$ cat config.mk
export PLATFORM = sky130hd
export DESIGN_NAME = hilo_ctrl
export DESIGN_NICKNAME = d
export VERILOG_FILES = /design/src/rtl/hilo_ctrl.sv
export SDC_FILE = /design/constraint.sdc
export NUM_CORES = 1
export LEC_CHECK = 0
export CAP_MARGIN = 40
export CORE_MARGIN = 5
export CORE_UTILIZATION = 43
export CTS_CLUSTER_SIZE = 14
export DETAILED_ROUTE_END_ITERATION = 10
export MAX_ROUTING_LAYER = met4
export PLACE_DENSITY = 0.86
export SETUP_SLACK_MARGIN = 0.05
export SLEW_MARGIN = 20
export SYNTH_ARGS = -nofsm -noshare
export SYNTH_HDL_FRONTEND = slang
export SYNTH_SLANG_ARGS = --single-unit
$ cat constraint.sdc
create_clock -name clk -period 3.2 [get_ports clk]
set_input_delay 0.32 -clock clk [delete_from_list [all_inputs] [get_ports clk]]
set_output_delay 0.32 -clock clk [all_outputs]
set_load 0.005 [all_outputs]
$ cat src/rtl/hilo_ctrl.sv
// rtl/hilo_ctrl.sv - HI/LO sequencing and storage behind mul_div; optional HILO_FWD_EN forwards the completing result
module hilo_ctrl #(
    parameter int MUL_LAT = 3,
    parameter int DIV_LAT = 8
) (
    input  logic        clk,
    input  logic        rst_n,
    input  logic        md_start,
    input  logic [1:0]  md_op,
    input  logic        md_cancel,
    input  logic [31:0] md_l32,
    input  logic [31:0] md_h32,
    input  logic        mthi,
    input  logic        mtlo,
    input  logic [31:0] wdata,
    input  logic        mfhi,
    input  logic        mflo,
    output logic [1:0]  op_q,
    output logic        stall,
    output logic [31:0] rdata,
    output logic [31:0] hi,
    output logic [31:0] lo
);

    localparam int MAX_LAT = (MUL_LAT > DIV_LAT) ? MUL_LAT : DIV_LAT;
    localparam int CW      = $clog2(MAX_LAT + 1);
    localparam logic [CW-1:0] MUL_CNT = CW'(MUL_LAT);
    localparam logic [CW-1:0] DIV_CNT = CW'(DIV_LAT);
    localparam logic [CW-1:0] CNT_ONE = CW'(1);

    typedef enum logic [1:0] {
        IDLE = 2'd0,
        BUSY = 2'd1,
        DONE = 2'd2
    } state_t;

    state_t        state;
    logic [CW-1:0] cnt;
    logic          req_md;
    logic          req_mf;

    assign req_md = md_start | mthi | mtlo;
    assign req_mf = mfhi | mflo;

    // Forwarding lets reads complete in DONE; writers and new ops always wait for IDLE.
`ifdef HILO_FWD_EN
    assign stall = ((state == BUSY) & (req_md | req_mf)) | ((state == DONE) & req_md);
`else
    assign stall = (state != IDLE) & (req_md | req_mf);
`endif

    always_comb begin
        rdata = '0;
`ifdef HILO_FWD_EN
        if (mfhi)
            rdata = (state == DONE) ? md_h32 : hi;
        else if (mflo)
            rdata = (state == DONE) ? md_l32 : lo;
`else
        if (mfhi)
            rdata = hi;
        else if (mflo)
            rdata = lo;
`endif
    end

    always_ff @(posedge clk or negedge rst_n) begin
        if (!rst_n) begin
            state <= IDLE;
            cnt   <= '0;
            hi    <= '0;
            lo    <= '0;
            op_q  <= '0;
        end else begin
            case (state)
                IDLE: begin
                    if (mthi)
                        hi <= wdata;
                    if (mtlo)
                        lo <= wdata;
                    if (md_start && !md_cancel) begin
                        op_q  <= md_op;
                        cnt   <= md_op[1] ? DIV_CNT : MUL_CNT;
                        state <= BUSY;
                    end
                end
                BUSY: begin
                    if (md_cancel) begin
                        cnt   <= '0;
                        state <= IDLE;
                    end else begin
                        cnt <= cnt - CNT_ONE;
                        if (cnt == CNT_ONE)
                            state <= DONE;
                    end
                end
                DONE: begin
                    if (!md_cancel) begin
                        hi <= md_h32;
                        lo <= md_l32;
                    end
                    cnt   <= '0;
                    state <= IDLE;
                end
                default: begin
                    cnt   <= '0;
                    state <= IDLE;
                end
            endcase
        end
    end

endmodule

==> results of run 1 <==
path summary, 6_finish.rpt:
path                          start         to  cells after the start
setup / recovery               mfhi  rdata[18]                      4
setup reg to reg           state[1]     lo[13]                      4
hold reg to reg              cnt[2]     cnt[2]                      1
min in group clk             cnt[2]     cnt[2]                      1
max in group asynchronous     rst_n     lo[24]                      3
hold / removal                rst_n     cnt[0]                      2
flip-flops by register name, indices dropped and copies added, names as in the netlist:
signal  count
cnt         4
hi         32
lo         32
op_q        2
state       2
area by class of cell:
| class | instances | area share (%) |
|---|---|---|
| clock buffer | 11 | 2.221 |
| clock inverter | 5 | 1.631 |
| inverter | 5 | 0.2948 |
| multi-input combinational | 200 | 31.78 |
| sequential | 72 | 28.30 |
| tap | 108 | 2.123 |
| timing repair buffer | 214 | 33.65 |
cell usage in the layout, fill, tap and decap left out, types with 2 or more instances in the layout:
master,n
sky130_fd_sc_hd__or3b_2,2
sky130_fd_sc_hd__mux2_2,68
sky130_fd_sc_hd__bufinv_16,3
sky130_fd_sc_hd__nand2_1,3
sky130_fd_sc_hd__inv_1,5
sky130_fd_sc_hd__clkdlybuf4s50_1,203
sky130_fd_sc_hd__clkbuf_8,10
sky130_fd_sc_hd__dfrtp_1,72
sky130_fd_sc_hd__a21oi_1,3
sky130_fd_sc_hd__mux2i_1,2
sky130_fd_sc_hd__a2bb2oi_1,2
sky130_fd_sc_hd__nand2b_1,5
sky130_fd_sc_hd__nor2_1,5
sky130_fd_sc_hd__buf_4,8
sky130_fd_sc_hd__ha_1,2
sky130_fd_sc_hd__buf_12,2
sky130_fd_sc_hd__nor3_1,3
sky130_fd_sc_hd__a21oi_4,2
sky130_fd_sc_hd__mux2_1,62
sky130_fd_sc_hd__a22o_1,32
cell families after synthesis:
logic type | Yosys count | synth area share, %
flip-flops | 72 | 45.98
AND/OR/NAND/NOR | 22 | 3.065
multiplexers | 132 | 37.87
buffers and inverters | 26 | 3.129
AO/OA/AOI/OAI | 44 | 9.323
adder cells (fa/ha/maj) | 2 | 0.6385
stage by stage:
step	total power, mW	hold slack (ps)	instances	setup WS, ps	cell area, sq um
finish	5.162	475.4	615	695.0	6366
floorplan	2.683	24.41	298	1570	3919
CTS	5.218	470.3	615	706.6	6366
global placement	4.247	493.2	597	738.3	6091
global route	5.458	528.7	615	642.1	6366
detailed placement	4.327	305.2	598	694.1	6111
routing by layer:
| layer | track usage (%) | share of wire [%] | vias to the layer above |
|---|---|---|---|
| li1 | - | - | 1519 |
| met1 | 24.90 | 39 | 1603 |
| met2 | 39.75 | 51 | 146 |
| met3 | 5.746 | 7.4 | 22 |
| met4 | 8.060 | 2.4 | 0 |
| met5 | - | 0 | - |
where the power goes:
| part | switching, mW | leakage [nW] | internal [mW] |
|---|---|---|---|
| logic | 0.770 | 1.58 | 1.73 |
| registers | 0.423 | 0.847 | 1.37 |
| clock network | 0.333 | 0.124 | 0.540 |
timing repair:
action | in CTS | in global routing
setup buffers | 0 | 0
hold buffers | 1 | 0
endpoints found under the hold margin | 35 | 0
==> out/summary.json, run 1 <==
{
  "crit_path_end_kind": {"value": "output port"},
  "critPathTopFamily": {"value": "buffers and inverters"},
  "clk_latency": {"value": 340, "unit": "ps"},
  "synth_async_reset_ratio": {"value": 100.0, "unit": "%"},
  "worst_setup_hold_path_clk_slew": {"value": 70, "unit": "ps"},
  "gp_routability_congestion": {"value": 0.8820},
  "wire_length_of_the_first_global_routing_pass": {"value": 19.33, "unit": "mm"},
  "worst-path-max-fanout": {"value": 25},
  "cp_buf_inv_count": {"value": 3},
  "pwr_cell_area": {"value": 810.8, "unit": "nW/um^2"},
  "final.setup.tns": {"value": 0, "unit": "ps"},
  "vdd.ir_drop.worst": {"value": 400.8, "unit": "uV"},
  "cell_types_with_the_largest_area_share_after_synthesis": {"value": "sky130_fd_sc_hd__dfrtp_1 (46%), sky130_fd_sc_hd__mux2_2 (20%), sky130_fd_sc_hd__mux2_1 (18%)"},
  "outcome": {"value": "finished clean"},
  "io_pins": {"value": 205},
  "tightest_slew": {"value": 675.1, "unit": "ps"},
  "timing.slew.headroom": {"value": 54.89, "unit": "%"},
  "ys_warn_count": {"value": 0},
  "total_gr_overflow": {"value": 0},
  "final_cycle_share": {"value": 78.28, "unit": "%"},
  "antenna_violating_nets_post_route": {"value": 0},
  "final_net_count": {"value": 610},
  "cp-start-kind": {"value": "primary input"},
  "post_synth_instance_area": {"value": 3919, "unit": "sq um"},
  "worst_path_most_repeated_cell": {"value": "sky130_fd_sc_hd__clkdlybuf4s50_1"},
  "grt_resource_usage_total": {"value": 22.67, "unit": "%"},
  "viasPerCell": {"value": 5.350},
  "area.growth.synth_to_final": {"value": 62.45, "unit": "%"},
  "synth_area_leader_cell": {"value": "sky130_fd_sc_hd__dfrtp_1"},
  "antenna_violations_before_repair": {"value": 0},
  "timing.critical_path.slowest_cell_delay": {"value": 750, "unit": "ps"},
  "synth_enable_flop_cells": {"value": 0},
  "crit_path_cell_trace": {"value": "clkdlybuf4s50_1, buf_4, a22o_1, clkdlybuf4s50_1"},
  "htree_num_levels": {"value": 3},
  "n_antenna_cell": {"value": 0},
  "clock_sinks": {"value": 72},
  "wl_per_cell": {"value": 19.66, "unit": "um"},
  "dieWidth": {"value": 105.5, "unit": "um"},
  "design.die.area": {"value": 11120, "unit": "sq um"},
  "synth_cell_type_count": {"value": 26},
  "grt_setup_unrepaired": {"value": "no"},
  "hold_class": {"value": "primary input to asynchronous set/reset pin"},
  "clock_skew": {"value": 10.35, "unit": "ps"},
  "ys_top_cells_by_count": {"value": "sky130_fd_sc_hd__dfrtp_1 (72), sky130_fd_sc_hd__mux2_2 (68), sky130_fd_sc_hd__mux2_1 (62)"},
  "setup_viol": {"value": 0},
  "final.fill_count": {"value": 646},
  "cts_tree": {"value": "done"},
  "required": {"value": 2880, "unit": "ps"},
  "fmax": {"value": 399.2, "unit": "MHz"},
  "static-leakage-power": {"value": 2.555, "unit": "nW"},
  "grt_max_degree": {"value": 38},
  "rrSetupSlack": {"value": 1170, "unit": "ps"},
  "detail_route.first_pass.iterations": {"value": 4},
  "critical-path-slowest-cell": {"value": "sky130_fd_sc_hd__clkdlybuf4s50_1"},
  "cp.arrival": {"value": 2180, "unit": "ps"},
  "sequential_area": {"value": 1802, "unit": "sq um"},
  "place.detailed.hpwl": {"value": 9.344, "unit": "mm"},
  "synth_flop_cell": {"value": "sky130_fd_sc_hd__dfrtp_1"},
  "multi_input_comb_area": {"value": 2023, "unit": "sq um"},
  "buffer_ports.inserted": {"value": 204},
  "fin_util": {"value": 72.29, "unit": "%"},
  "num_vias": {"value": 3290},
  "cts_buffer_depth": {"value": 2},
  "detail_route.wirelength": {"value": 12.09, "unit": "mm"},
  "cts_root_buffer": {"value": "sky130_fd_sc_hd__clkbuf_8"},
  "syn_nets": {"value": 406},
  "report.final.hold_viol_count": {"value": 0},
  "cts-buffers-inserted": {"value": 9},
  "layout_min_cycle_time": {"value": 2505, "unit": "ps"},
  "rows": {"value": 34},
  "synth_most_common_cell": {"value": "sky130_fd_sc_hd__dfrtp_1"},
  "drc": {"value": 0},
  "critPathKind": {"value": "primary input to output port"},
  "drive_above_1_share": {"value": 19.53, "unit": "%"},
  "drt_first_iter_violations": {"value": 65},
  "synth_seq_cells": {"value": 72},
  "cap_viol_max_count": {"value": 0},
  "synth.avg_cell_area": {"value": 13.15, "unit": "sq um"},
  "yosys.area.top_type_share": {"value": 45.98, "unit": "%"},
  "floorplan.initialDensity": {"value": 44.50, "unit": "%"},
  "synthCells": {"value": 298},
  "first_global_vias": {"value": 3674},
  "final_max_slew_viol_count": {"value": 0},
  "floorplan.die.height": {"value": 105.5, "unit": "um"},
  "ctsResizeCount": {"value": 0},
  "core_area": {"value": 8806, "unit": "sq um"},
  "ys_seq_area_share": {"value": 45.98, "unit": "%"}
}
No activity file was read; power rests on OpenSTA's default activity.
==> run 2: changes to the inputs <==
--- a/config.mk
+++ b/config.mk
@@ -7,11 +7,11 @@
 export LEC_CHECK = 0
 export CAP_MARGIN = 40
 export CORE_MARGIN = 5
-export CORE_UTILIZATION = 43
+export CORE_UTILIZATION = 36
 export CTS_CLUSTER_SIZE = 14
 export DETAILED_ROUTE_END_ITERATION = 10
 export MAX_ROUTING_LAYER = met4
-export PLACE_DENSITY = 0.86
+export PLACE_DENSITY = 0.77
 export SETUP_SLACK_MARGIN = 0.05
 export SLEW_MARGIN = 20
 export SYNTH_ARGS = -nofsm -noshare
==> constraint.sdc (replaced) <==
create_clock -name clk -period 2.3 [get_ports clk]
set_input_delay 0.23 -clock clk [delete_from_list [all_inputs] [get_ports clk]]
set_output_delay 0.23 -clock clk [all_outputs]
set_load 0.005 [all_outputs]
==> out/summary.json, run 2 (synthesis gave the netlist of run 1 again) <==
{
  "outcome": {"value": "finished clean"},
  "cts_root_buffer": {"value": "sky130_fd_sc_hd__clkbuf_8"},
  "num_vias": {"value": 3271},
  "buffer_ports.inserted": {"value": 204},
  "antenna_violations_before_repair": {"value": 0},
  "grt_setup_unrepaired": {"value": "no"},
  "ctsResizeCount": {"value": 0},
  "required": {"value": 2070, "unit": "ps"},
  "htree_num_levels": {"value": 3},
  "worst_setup_hold_path_clk_slew": {"value": 70, "unit": "ps"},
  "sequential_area": {"value": 1802, "unit": "sq um"},
  "hold_ws": {"value": 373.4, "unit": "ps"},
  "postCtsHoldBufs": {"value": 1},
  "final.fill_count": {"value": 902},
  "cp-start-kind": {"value": "primary input"},
  "total_gr_overflow": {"value": 0},
  "final_cycle_share": {"value": 90.68, "unit": "%"},
  "power.sequential.fraction": {"value": 36.1, "unit": "%"},
  "combPwrFrac": {"value": 50.3, "unit": "%"},
  "clock_sinks": {"value": 72},
  "pwr_cell_area": {"value": 1074, "unit": "nW/um^2"},
  "drc": {"value": 0},
  "multi_input_comb_area": {"value": 2023, "unit": "sq um"},
  "final_net_count": {"value": 612},
  "layout.cells.most_common_list": {"value": "sky130_fd_sc_hd__clkdlybuf4s50_1 (203), sky130_fd_sc_hd__dfrtp_1 (72), sky130_fd_sc_hd__mux2_2 (68)"},
  "grt_max_degree": {"value": 42},
  "critPathKind": {"value": "primary input to output port"},
  "sw_frac_of_total": {"value": 29.99, "unit": "%"},
  "crit_path_end_kind": {"value": "output port"},
  "rows": {"value": 38},
  "drt_first_iter_violations": {"value": 83},
  "io_pins": {"value": 205},
  "static-leakage-power": {"value": 2.533, "unit": "nW"},
  "clk_latency": {"value": 330, "unit": "ps"},
  "stdcell_area": {"value": 6361, "unit": "sq um"},
  "n_antenna_cell": {"value": 0},
  "power.switching": {"value": 2.050, "unit": "mW"},
  "detail_route.first_pass.iterations": {"value": 4},
  "reg_top3": {"value": "hi (32), lo (32), cnt (4)"},
  "postPlaceCellArea": {"value": 6166, "unit": "sq um"},
  "drive_above_1_share": {"value": 19.65, "unit": "%"},
  "vdd.ir_drop.worst": {"value": 553.4, "unit": "uV"},
  "layout_min_cycle_time": {"value": 2086, "unit": "ps"},
  "clock_skew": {"value": 7.411, "unit": "ps"},
  "floorplan.initialDensity": {"value": 36.47, "unit": "%"},
  "design.die.area": {"value": 13070, "unit": "sq um"},
  "viasPerCell": {"value": 5.040},
  "antenna_violating_nets_post_route": {"value": 0},
  "cts_buffer_depth": {"value": 2},
  "fmax": {"value": 479.5, "unit": "MHz"},
  "hold_class": {"value": "primary input to asynchronous set/reset pin"},
  "wl_per_cell": {"value": 18.15, "unit": "um"},
  "rrSetupSlack": {"value": 310, "unit": "ps"},
  "tightest_slew": {"value": 418.7, "unit": "ps"},
  "grt_resource_usage_total": {"value": 18.38, "unit": "%"},
  "setup_viol": {"value": 0},
  "cts-buffers-inserted": {"value": 9},
  "final_max_slew_viol_count": {"value": 0},
  "cap_viol_max_count": {"value": 0},
  "timing.slew.headroom": {"value": 72.09, "unit": "%"},
  "core_area": {"value": 10750, "unit": "sq um"},
  "dieWidth": {"value": 114.3, "unit": "um"},
  "cts_post_setup_buffers_inserted": {"value": 0},
  "layout.cells.most_common": {"value": "sky130_fd_sc_hd__clkdlybuf4s50_1"},
  "power.internal": {"value": 4.784, "unit": "mW"},
  "area.growth.synth_to_final": {"value": 62.32, "unit": "%"},
  "report.final.hold_viol_count": {"value": 0},
  "fin_util": {"value": 59.20, "unit": "%"},
  "final.setup.tns": {"value": 0, "unit": "ps"},
  "totalPowerFinal": {"value": 6.834, "unit": "mW"},
  "gp_routability_congestion": {"value": 0.8621},
  "power.share.clock": {"value": 13.6, "unit": "%"},
  "first_global_vias": {"value": 3652},
  "floorplan.die.height": {"value": 114.3, "unit": "um"},
  "place.detailed.hpwl": {"value": 9.259, "unit": "mm"},
  "detail_route.wirelength": {"value": 11.78, "unit": "mm"},
  "cts_tree": {"value": "done"},
  "cp.arrival": {"value": 1860, "unit": "ps"},
  "wire_length_of_the_first_global_routing_pass": {"value": 18.71, "unit": "mm"},
  "worst-path-max-fanout": {"value": 16}
}
-- run 2: cell types whose count changed in the layout (fill, tap and decap cells not counted) --
cell	change
sky130_fd_sc_hd__clkbuf_8	+2
sky130_fd_sc_hd__buf_4	+2
sky130_fd_sc_hd__clkbuf_1	+1
sky130_fd_sc_hd__bufinv_16	-3
sky130_fd_sc_hd__clkinvlp_4	+1
sky130_fd_sc_hd__clkinv_4	-1
-- run 2: routing by layer --
metal	GRT usage, %	share of wire [%]
met5	-	0
met2	33.80	55
met3	4.334	5.7
met4	4.038	1.2
met1	20.12	38
-- run 2: layout make-up --
type / instances / share of cell area, %
clock buffer: 14 / 2.714
multi-input combinational: 200 / 31.81
inverter: 5 / 0.2950
clock inverter: 2 / 0.1967
sequential: 72 / 28.32
tap: 140 / 2.754
timing repair buffer: 216 / 33.91
-- run 2: path summary, 6_finish.rpt --
path | startpoint | cells past startpoint | end
max in group asynchronous | rst_n | 3 | lo[12]
min reg2reg | cnt[2] | 1 | cnt[2]
max | mflo | 5 | rdata[27]
max reg2reg | state[1] | 4 | lo[14]
min | rst_n | 2 | lo[6]
min in group clk | cnt[2] | 1 | cnt[2]
-- run 2: metrics by stage --
stage | setup slack (ps) | std cells
2_1_floorplan | 669.6 | 298
5_1_grt | 116.2 | 649
3_3_place_gp | 252.3 | 631
6_report | 214.4 | 649
4_1_cts | 195.9 | 649
3_5_place_dp | 212.9 | 632
-- run 2: power groups by stage --
stage	clock network, mW	logic, mW	registers, mW
6_report	0.927	3.44	2.47
5_1_grt	1.02	3.68	2.57
3_5_place_dp	0	3.49	2.50
2_1_floorplan	0	1.33	2.40
3_3_place_gp	0	3.42	2.46
4_1_cts	0.961	3.50	2.48
-- run 2: worst max-delay path, stage by stage --
cell and delay, ps:
sky130_fd_sc_hd__clkdlybuf4s50_1 530, sky130_fd_sc_hd__nor2b_2 180, sky130_fd_sc_hd__buf_4 240, sky130_fd_sc_hd__a22o_1 180, sky130_fd_sc_hd__clkdlybuf4s50_1 500
==> run 3: changes to the inputs <==
--- a/config.mk
+++ b/config.mk
@@ -8,10 +8,10 @@
 export CAP_MARGIN = 40
 export CORE_MARGIN = 5
 export CORE_UTILIZATION = 36
-export CTS_CLUSTER_SIZE = 14
+export CTS_CLUSTER_SIZE = 10
 export DETAILED_ROUTE_END_ITERATION = 10
 export MAX_ROUTING_LAYER = met4
-export PLACE_DENSITY = 0.77
+export PLACE_DENSITY = 0.86
 export SETUP_SLACK_MARGIN = 0.05
 export SLEW_MARGIN = 20
 export SYNTH_ARGS = -nofsm -noshare
==> out/summary.json, run 3 (synthesis gave the netlist of run 1 again) <==
{
  "cts-buffers-inserted": {"value": 9},
  "final_net_count": {"value": 612},
  "setup_viol": {"value": 0},
  "floorplan.die.height": {"value": 114.3, "unit": "um"},
  "first_global_vias": {"value": 3689},
  "timing.critical_path.slowest_cell_delay": {"value": 550, "unit": "ps"},
  "final_max_slew_viol_count": {"value": 0},
  "detail_route.first_pass.iterations": {"value": 4},
  "layout.cells.most_common": {"value": "sky130_fd_sc_hd__clkdlybuf4s50_1"},
  "grt_resource_usage_total": {"value": 18.97, "unit": "%"},
  "cts_buffer_depth": {"value": 2},
  "fin_util": {"value": 59.02, "unit": "%"},
  "worst-path-max-fanout": {"value": 15},
  "drt_first_iter_violations": {"value": 114},
  "layout.cells.most_common_list": {"value": "sky130_fd_sc_hd__clkdlybuf4s50_1 (203), sky130_fd_sc_hd__dfrtp_1 (72), sky130_fd_sc_hd__mux2_2 (68)"},
  "core_area": {"value": 10750, "unit": "sq um"},
  "wl_per_cell": {"value": 18.89, "unit": "um"},
  "fmax": {"value": 460.7, "unit": "MHz"},
  "final_cycle_share": {"value": 94.38, "unit": "%"},
  "clk_latency": {"value": 320, "unit": "ps"},
  "antenna_violations_before_repair": {"value": 0},
  "crit_path_cell_trace": {"value": "clkdlybuf4s50_1, nor2b_2, buf_4, a22o_1, clkdlybuf4s50_1"},
  "antenna_violating_nets_post_route": {"value": 0},
  "io_pins": {"value": 205},
  "cap_viol_max_count": {"value": 0},
  "crit_path_end_kind": {"value": "output port"},
  "viasPerCell": {"value": 5.085},
  "worst_path_most_repeated_cell": {"value": "sky130_fd_sc_hd__clkdlybuf4s50_1"},
  "detail_route.wirelength": {"value": 12.24, "unit": "mm"},
  "critPathKind": {"value": "primary input to output port"},
  "postPlaceCellArea": {"value": 6178, "unit": "sq um"},
  "n_antenna_cell": {"value": 0},
  "static-leakage-power": {"value": 2.522, "unit": "nW"},
  "cp-start-kind": {"value": "primary input"},
  "layout_min_cycle_time": {"value": 2171, "unit": "ps"},
  "final.fill_count": {"value": 916},
  "gp_routability_congestion": {"value": 0.8613},
  "buffer_ports.inserted": {"value": 204},
  "grt_max_degree": {"value": 39},
  "floorplan.initialDensity": {"value": 36.47, "unit": "%"},
  "report.final.hold_viol_count": {"value": 0},
  "place.detailed.hpwl": {"value": 9.604, "unit": "mm"},
  "hold_class": {"value": "primary input to asynchronous set/reset pin"},
  "wire_length_of_the_first_global_routing_pass": {"value": 19.17, "unit": "mm"},
  "dieWidth": {"value": 114.3, "unit": "um"},
  "timing.slew.headroom": {"value": 67.77, "unit": "%"},
  "required": {"value": 2070, "unit": "ps"},
  "cp.arrival": {"value": 1940, "unit": "ps"},
  "clock_sinks": {"value": 72},
  "grt_setup_unrepaired": {"value": "no"},
  "reg_top3": {"value": "hi (32), lo (32), cnt (4)"},
  "num_vias": {"value": 3295},
  "rows": {"value": 38},
  "area.growth.synth_to_final": {"value": 61.85, "unit": "%"},
  "drive_above_1_share": {"value": 19.49, "unit": "%"},
  "drc": {"value": 0},
  "htree_num_levels": {"value": 3},
  "design.die.area": {"value": 13070, "unit": "sq um"},
  "ctsResizeCount": {"value": 0},
  "critical-path-slowest-cell": {"value": "sky130_fd_sc_hd__clkdlybuf4s50_1"},
  "vdd.ir_drop.worst": {"value": 551.3, "unit": "uV"},
  "cts_root_buffer": {"value": "sky130_fd_sc_hd__clkbuf_8"},
  "total_gr_overflow": {"value": 0},
  "worst_setup_hold_path_clk_slew": {"value": 80, "unit": "ps"},
  "cts_tree": {"value": "done"},
  "stdcell_area": {"value": 6342, "unit": "sq um"},
  "clock_skew": {"value": 8.956, "unit": "ps"},
  "outcome": {"value": "finished clean"},
  "tightest_slew": {"value": 483.5, "unit": "ps"},
  "final.setup.tns": {"value": 0, "unit": "ps"},
  "pwr_cell_area": {"value": 1068, "unit": "nW/um^2"}
}
## run 3: cell count changes in the layout (fill, tap and decap cells not counted), sizes merged
cell and delta:
clkbuf -3, clkinv +2
## run 3: final timing paths
check	slack, ps	from	to	depth (start not counted)
setup / recovery	130	mflo	rdata[0]	5
hold / removal	410	rst_n	hi[16]	2
setup reg to reg	480	state[1]	lo[15]	4
hold reg to reg	500	cnt[2]	cnt[2]	1
max in group asynchronous	1330	rst_n	lo[25]	3
min in group clk	500	cnt[2]	cnt[2]	1
## run 3: critical path, delay by kind of cell
kind	cells	cell delay, ps
buffers and inverters	3	1300
and+or+nand+nor	1	200
AOI/OAI and AO/OA	1	190
## run 3: cell type report
cell class	instances	area [sq um]	share of cell area, %
Timing Repair Buffer	216	2170	34.21
Multi-Input combinational cell	200	2023	31.90
Sequential cell	72	1802	28.41
Tap cell	140	175.2	2.762
Clock buffer	11	131.4	2.071
Clock inverter	4	22.52	0.3551
Inverter	5	18.77	0.2959
## run 3: metrics by stage
stage,instances,hold slack [ps],power (mW),setup WS [ps]
after floorplan,298,-65.59,3.733,669.6
after global placement,631,413.9,5.873,188.1
after detailed placement,632,223.1,6.012,141.8
after CTS,648,413.6,6.881,139.0
after global routing,648,441.6,7.190,110.7
final,648,405.9,6.773,129.2
## run 3: repair_timing
action,in CTS,in global routing
hold endpoints to repair,37,0
setup buffers,0,0
hold buffers,1,0
## run 3: metal layers
layer  global-route usage (%)  vias to the layer above  routed length [um]
met1                    20.59                     1618                4768
li1                         -                     1522                   -
met2                    34.66                      130                6503
met3                    3.330                       25                 638
met5                        -                        -                   0
met4                    6.730                        0                 331
## run 3: power breakdown
part	leakage, nW	internal, mW	total, mW	switching (mW)
clock network	0.0789	0.381	0.828	0.447
registers	0.847	1.90	2.47	0.562
logic	1.60	2.40	3.48	1.07
total	2.52	4.69	6.77	2.08
==> edit: new RTL, flow settings as in run 3 <==
Set the parameter `DIV_LAT` to 4 (it was 8).
--- a/src/rtl/hilo_ctrl.sv
+++ b/src/rtl/hilo_ctrl.sv
@@ -3,3 +3,3 @@
     parameter int MUL_LAT = 3,
-    parameter int DIV_LAT = 8
+    parameter int DIV_LAT = 4
 ) (
Formal check against the unedited RTL: not equivalent (Yosys sat finds a counterexample within 10 cycles, from zero or initial values and one cycle with rst_n low).
==> edit against run 3 <==
- count of clock-buffer cells in the layout down 2
- largest cell class unchanged
- cell area increased by 0.77%
- area after synthesis is 1.9% lower
- wire length down 4.2%
- sequential cell count is 1 lower
- worst setup slack better by 0.016 ns
Power is not compared: it rests on default switching activity, and its combinational part moved more than twofold at a synthesized area within 25%.
==> edit: results (changes against run 3) <==
{| class="wikitable"
! Metric !! Value
|-
| Crit path max-delay cell type || sky130_fd_sc_hd__or4_1
|-
| Met1 usage || 0.204 (-0.00211)
|-
| Met2 GRT Util || 0.331 (-0.0152)
|-
| Antenna diodes || 0 (unchanged)
|-
| Share of synthesized registers carrying an async set or reset || 1.00 (unchanged)
|-
| Share of final-layout standard cells stronger than drive strength 1 || 0.203 (+0.00790)
|-
| Transition time at the pin with the least slew margin || 0.583 ns (+0.0997 ns)
|-
| Post-detail-place hpwl || 9.22 mm (-4.0%)
|-
| Worst-case setup slack after placement || 0.158 ns (+0.0164 ns)
|-
| First-pass GRT wire length || 18.6 mm (-2.9%)
|-
| Register area share after synthesis || 0.462 (+0.00232)
|-
| Yosys cell types || 24 (-7.7%)
|-
| Post-synth top cells || sky130_fd_sc_hd__dfrtp_1, sky130_fd_sc_hd__mux2_2, sky130_fd_sc_hd__mux2_1
|-
| Largest fanout on the critical path || 4 (-11)
|-
| Number of DRC violations after detailed-routing iteration 0 || 93 (-18%)
|-
| Syn Nets || 399 (-1.7%)
|-
| Pin count of the biggest net entering global routing || 34 (-13%)
|-
| Count of nets after finishing || 606 (-0.98%)
|-
| Via-to-Cell Ratio || 5.08 (about the same)
|-
| Hold-fix buffers, CTS || 1 (unchanged)
|-
| Worst-skew pair later-pin latency || 0.34 ns (+0.02 ns)
|-
| Setup skew after layout || 0.0144 ns (+0.00542 ns)
|-
| Synth top area cells || sky130_fd_sc_hd__dfrtp_1, sky130_fd_sc_hd__mux2_2, sky130_fd_sc_hd__mux2_1
|-
| Number of buffers added by the clock tree synthesis step || 9 (unchanged)
|-
| Average routed wire per standard cell || 18.3 µm (-2.9%)
|-
| Stage delay of the slowest cell on the critical path || 0.57 ns (+0.02 ns)
|-
| Detailed route wirelength on metal3 || 684 µm (+7.2%)
|-
| Met3 track demand over resource in global routing || 0.0449 (+0.0116)
|-
| Met2 Routed Length || 6.23 mm (-4.2%)
|-
| Critical path data arrival time || 1.92 ns (-0.02 ns)
|-
| Run status || finished, final reports clean
|-
| Number of global-route vias before repair || 3652 (-1.0%)
|-
| Final weighted congestion of routability-driven global placement || 0.821 (-4.7%)
|-
| Filler cell count || 809 (-12%)
|-
| Wire length on met1 || 4.60 mm (-3.5%)
|}
[edit: through the flow]
step | cell area [µm²] | cells | hold WS [ns] | power, W
6_report | 6390 | 639 | 0.267 | 0.00433
5_1_grt | 6390 | 639 | 0.274 | 0.00457
4_1_cts | 6390 | 639 | 0.254 | 0.00439
3_5_place_dp | 6160 | 622 | 0.105 | 0.00326
3_3_place_gp | 6140 | 621 | 0.399 | 0.00321
2_1_floorplan | 3840 | 291 | -0.0656 | 0.00221
[edit: worst paths after layout]
path / startpoint / end / slack, ns / cells past startpoint
min in group clk: md_op[0] / op_q[0] / 0.50 / 2
worst min register to register: cnt[2] / state[1] / 0.52 / 1
worst min-delay path: rst_n / lo[7] / 0.27 / 2
worst max register to register: state[0] / lo[16] / 0.46 / 4
max in group asynchronous: rst_n / state[1] / 1.33 / 4
worst max-delay path: mfhi / stall / 0.15 / 4
[edit: area by class of cell]
| type | count | area (µm²) | share of cell area |
|---|---|---|---|
| Clock inverter | 7 | 95.1 | 0.0149 |
| Inverter | 2 | 7.51 | 0.00117 |
| Tap cell | 136 | 170 | 0.0266 |
| Multi-Input combinational cell | 196 | 1990 | 0.311 |
| Timing Repair Buffer | 218 | 2230 | 0.349 |
| Clock buffer | 9 | 124 | 0.0194 |
| Sequential cell | 71 | 1780 | 0.278 |
[edit: power by group]
part / internal, W / switching (W) / total [W]
registers: 0.00149 / 0.000219 / 0.00171
logic: 0.00106 / 0.000444 / 0.00151
clock network: 0.000612 / 0.000493 / 0.00111
total: 0.00317 / 0.00116 / 0.00433
[edit: kinds of logic after synthesis]
family | share of synthesized area
compound gates | 0.0895
mux | 0.381
xor+xnor | 0.00228
fa+ha+maj | 0.00651
flops | 0.462
simple gates | 0.0309
buf+inv | 0.0280
